**config.mk**
```make
export PLATFORM = sky130hd
export DESIGN_NAME = decoder_grant_arbiter
export DESIGN_NICKNAME = d
export VERILOG_FILES = /design/src/rtl/decoder_grant_arbiter.sv
export SDC_FILE = /design/constraint.sdc
export NUM_CORES = 1
export LEC_CHECK = 0
export CAP_MARGIN = 20
export CORE_MARGIN = 3
export CORE_UTILIZATION = 45
export DETAILED_ROUTE_END_ITERATION = 10
export PLACE_DENSITY = 0.79
export REMOVE_ABC_BUFFERS = 1
export SLEW_MARGIN = 15
export SYNTH_ARGS = -nofsm -noshare
export SYNTH_HDL_FRONTEND = slang
export SYNTH_SLANG_ARGS = --single-unit
```
**constraint.sdc**
```tcl
create_clock -name clk -period 2.6 [get_ports clk]
set_clock_uncertainty 0.15 [all_clocks]
set_input_delay 0.65 -clock clk [delete_from_list [all_inputs] [get_ports clk]]
set_output_delay 0.65 -clock clk [all_outputs]
set_load 0.05 [all_outputs]
```
**src/rtl/decoder_grant_arbiter.sv**
```systemverilog
// Round-robin arbiter for four clients sharing one 2-to-4 decoded resource.
// Grants are held until release, revoke or hold timeout, with a one-cycle gap.
module decoder_grant_arbiter #(
  parameter int unsigned MAX_HOLD = 16
) (
  input  logic       clk,
  input  logic       reset,
  input  logic       enable,
  input  logic [3:0] req,
  output logic [3:0] gnt,
  output logic [1:0] gnt_idx,
  output logic       gnt_valid,
  output logic       timeout
);

  typedef enum logic {
    IDLE,
    GRANT
  } state_e;

  localparam bit       TMO_EN = (MAX_HOLD != 0);
  localparam int       LAST_I = TMO_EN ? int'(MAX_HOLD) - 1 : 0;
  localparam logic [7:0] LAST = 8'(LAST_I);

  state_e     state_q, state_d;
  logic [1:0] ptr_q, ptr_d;
  logic [1:0] idx_q, idx_d;
  logic [7:0] cnt_q, cnt_d;
  logic [3:0] gnt_q, gnt_d;
  logic       tmo_q, tmo_d;

  logic [1:0] winner;
  logic [1:0] scan;
  logic       found;
  logic       holder_req;
  logic       expire;
  logic [1:0] idx_nxt;
  logic [7:0] cnt_inc;

  // First requester at or after the pointer, wrapping mod 4.
  always_comb begin
    winner = ptr_q;
    found  = 1'b0;
    scan   = ptr_q;
    for (int k = 0; k < 4; k++) begin
      scan = ptr_q + 2'(k);
      if (!found && req[scan]) begin
        winner = scan;
        found  = 1'b1;
      end
    end
  end

  assign holder_req = req[idx_q];
  assign expire     = TMO_EN && (cnt_q == LAST);
  assign idx_nxt    = idx_q + 2'd1;
  assign cnt_inc    = (cnt_q == 8'hFF) ? cnt_q : cnt_q + 8'd1;

  // State register.
  always_ff @(posedge clk) begin
    if (reset) begin
      state_q <= IDLE;
      ptr_q   <= 2'd0;
      idx_q   <= 2'd0;
      cnt_q   <= 8'd0;
      gnt_q   <= 4'd0;
      tmo_q   <= 1'b0;
    end else begin
      state_q <= state_d;
      ptr_q   <= ptr_d;
      idx_q   <= idx_d;
      cnt_q   <= cnt_d;
      gnt_q   <= gnt_d;
      tmo_q   <= tmo_d;
    end
  end

  // Next-state logic.
  always_comb begin
    state_d = state_q;
    ptr_d   = ptr_q;
    idx_d   = idx_q;
    cnt_d   = cnt_q;
    tmo_d   = 1'b0;
    unique case (state_q)
      IDLE: begin
        if (enable && found) begin
          state_d = GRANT;
          idx_d   = winner;
          cnt_d   = 8'd0;
        end
      end
      GRANT: begin
        priority case (1'b1)
          !enable: begin
            state_d = IDLE;
          end
          !holder_req: begin
            state_d = IDLE;
            ptr_d   = idx_nxt;
          end
          expire: begin
            state_d = IDLE;
            ptr_d   = idx_nxt;
            tmo_d   = 1'b1;
          end
          default: begin
            cnt_d = cnt_inc;
          end
        endcase
      end
      default: begin
        state_d = IDLE;
      end
    endcase
  end

  // Output logic: one-hot decode, only while a grant is pending.
  always_comb begin
    gnt_d = 4'd0;
    if (state_d == GRANT) begin
      gnt_d = 4'b0001 << idx_d;
    end
  end

  assign gnt       = gnt_q;
  assign gnt_idx   = idx_q;
  assign gnt_valid = (state_q == GRANT);
  assign timeout   = tmo_q;

endmodule

```
==> results_dict.tcl <==
set metrics [dict create \
    run_status "finished clean" \
    cts_made_buffers 3 \
    ys.flop_type "dfxtp_1" \
    synth-compound-area-share_pct 15.54 \
    avgRoutedWirePerCell_um 12.67 \
    path_class "reg -> out" \
    powerDensity_nw_per_um2 490.7 \
    vdd_ir_drop_max_mv 0.2715 \
    cts_max_level 1 \
    syn_avg_cell_area_um2 9.006 \
    tritoncts "done" \
    crit_family "buffers and inverters" \
    grt_usage_pct 16.21 \
    first_iter_violations 10 \
    synth_most_common_cell "dfxtp_1" \
    synthSimpleGateAreaFrac_pct 30.67 \
    mappedNetlistArea_um2 909.6 \
    finalCriticalPeriod_ns 2.392 \
    synth_mux_area_share_pct 3.851 \
    clock_path_buffers 2 \
    fin_ws_ns 0.2078 \
    timing.rr.start "cnt_q[0]$_SDFFE_PP0P_" \
    avgViaCountPerCell 5.347 \
    fin_nets 131 \
    cts_resized 0 \
    synth_top_area_share_pct 39.61 \
    post-route-period-util_pct 92.01 \
    cts.sinks 18 \
    maxSlewViolCount 0 \
    p_total_uw 560.5 \
    routabilityCongestion 0.8606 \
    gr-total-overflow 0 \
    rr_worst_depth 7 \
    cp.required_ns 1.80 \
    drv_cap 0 \
    grt_start_max_net_pins 11 \
    cp_max_fo 5 \
    crit_end "gnt_idx[1]" \
    nFillCells 162 \
    max_slew_margin_pct 67.05 \
    start_util_pct 49.97 \
    post_cts_buffers 0 \
    worst_pin_slew_ns 0.4927 \
    dieArea_um2 2597 \
    drc 0 \
    crit_slowest_cell "clkdlybuf4s50_1" \
    dp.final_hpwl_um 1443 \
    setup-tns-final_ns 0 \
    ys_ff_latch 18 \
    cts.clk_slew.worst_paths_ns 0.10 \
    antenna_found_initial 0 \
    critPathBufInv 1 \
    areaGrowthSynthToFinish_pct 25.59 \
    synth-xor-area-share_pct 6.740 \
    die_w_um 50.96 \
    crit_arrival_ns 1.59 \
    cts_root_buf "clkbuf_4" \
    synth-adder-area-share_pct 1.376 \
    holdWs_ns 0.3671 \
    final-hold-violation-count 0 \
    clock_latency_ns 0.28 \
    setup_viol 0 \
    synthCells 101 \
    drtPass1Iterations 4 \
    p_leak_nw 0.4154 \
    die_h_um 50.96 \
    path_depth 1 \
    cp_cell_sequence "clkdlybuf4s50_1" \
    row_count 15 \
    reg2reg_slack_ns 0.73 \
    antenna_cells 0 \
    io-pin-count 15 \
    drive_gt1_share_pct 12.30 \
    synth_top_area_cell "dfxtp_1" \
    core_um2 1821 \
    cts_hold_buf 0 \
    synthTopCellsByCount "18 x dfxtp_1, 12 x nor2_1, 8 x nand3_1" \
    cpPeakStageDelay_ns 0.85 \
    end_kind "output port" \
    ant_nets 0 \
    synth_edf_count 0 \
    ys_seq_area_share_pct 39.61 \
    hold_class "reg -> reg" \
    dp_slack_ns 0.1174 \
    cp-start-kind "flop" \
    vias 786 \
    synth.area.top_cells "dfxtp_1 40%, xor2_1 5.8%, nor2_1 5.0%" \
    synth.distinct_cells 37 \
    r2r-end "cnt_q[0]$_SDFFE_PP0P_" \
    grt_pass1_wl_um 3243 \
    max_freq_mhz 418.0 \
    synth_warnings 0 \
    critPathLaunch "gnt_idx[1]$_SDFF_PP0_" \
    async_flop_share_pct 0 \
    synth_top_family_by_area "simple AND/OR/NAND/NOR gates" \
    min_from "cnt_q[1]$_SDFFE_PP0P_" \
    wirelength_um 1862 \
    io_buffers 14 \
    grt_pass1_vias 760 \
    rsz0062_at_grt "no" \
]
## final cells by class
cell class / instances / area (um2) / share of cell area, %
clock buffer: 4 / 36.28 / 3.176
multi-input combinational: 78 / 529.3 / 46.33
timing repair buffer: 18 / 170.2 / 14.90
tap: 25 / 31.28 / 2.738
sequential: 18 / 360.3 / 31.54
inverter: 4 / 15.01 / 1.314
## cell usage in the layout (no fill, tap or decap), drive strengths merged, types with 2 or more instances in the layout
cell type	instances
nand3	8
clkbuf	4
buf	4
nand3b	3
inv	4
or2	2
clkdlybuf4s50	14
nor2b	2
xor2	6
o21ai	3
a21oi	5
nand2	5
o22ai	3
nand2b	3
nor3b	3
and3	2
nand4	2
dfxtp	18
nor3	3
mux2i	2
nor2	12
## power by group
part           switching, mW  internal, mW  total [mW]  leakage (nW)
combinational         0.0579        0.0431       0.101         0.248
sequential           0.00901         0.283       0.292         0.146
clock                 0.0822        0.0851       0.167        0.0210
## worst reg2reg max path: cells and delay by family, from the launching register on
family,cells,cell delay [ns]
simple gates,3,0.46
flops,1,0.35
mux,1,0.29
fa+ha+maj,1,0.23
compound gates,1,0.17
buf+inv,1,0.16
## how the worst min path moves through the flow
stage                             to  slack (ns)  cells after the start
6_report       cnt_q[1]$_SDFFE_PP0P_        0.37                      2
5_1_grt        cnt_q[1]$_SDFFE_PP0P_        0.39                      2
4_1_cts        cnt_q[1]$_SDFFE_PP0P_        0.37                      2
3_5_place_dp   cnt_q[1]$_SDFFE_PP0P_        0.36                      2
3_3_place_gp   cnt_q[1]$_SDFFE_PP0P_        0.34                      2
2_1_floorplan  cnt_q[1]$_SDFFE_PP0P_        0.32                      2
## layer usage
metal / vias to the layer above / part of all wire (%) / track usage [%]
met5: - / 0 / 0
met4: 0 / 2.7 / 7.175
met3: 6 / 4.6 / 3.499
met2: 20 / 46 / 25.32
met1: 357 / 47 / 21.21
li1: 403 / - / -
## cells by family (layout without fill, tap and decap cells)
group,after synthesis,after routing
flip-flops,18,18
AO/OA/AOI/OAI,19,19
AND/OR/NAND/NOR,48,48
buffers and inverters,5,26
XOR/XNOR,7,7
adder cells (fa/ha/maj),1,1
multiplexers,3,3
## through the flow
stage | std cells | utilization [%] | instance area, um2
finish | 147 | 62.75 | 1142
floorplan | 100 | - | 904.6
global placement | 143 | 60.76 | 1106
detailed placement | 143 | 60.76 | 1106
CTS | 147 | 62.75 | 1142
global route | 147 | 62.75 | 1142
## state kept, by name, indices dropped and copies added, names as in the netlist
register   cells
gnt_valid      1
gnt            4
cnt_q          8
timeout        1
gnt_idx        2
ptr_q          2
Power figures use the tool's default switching activity.
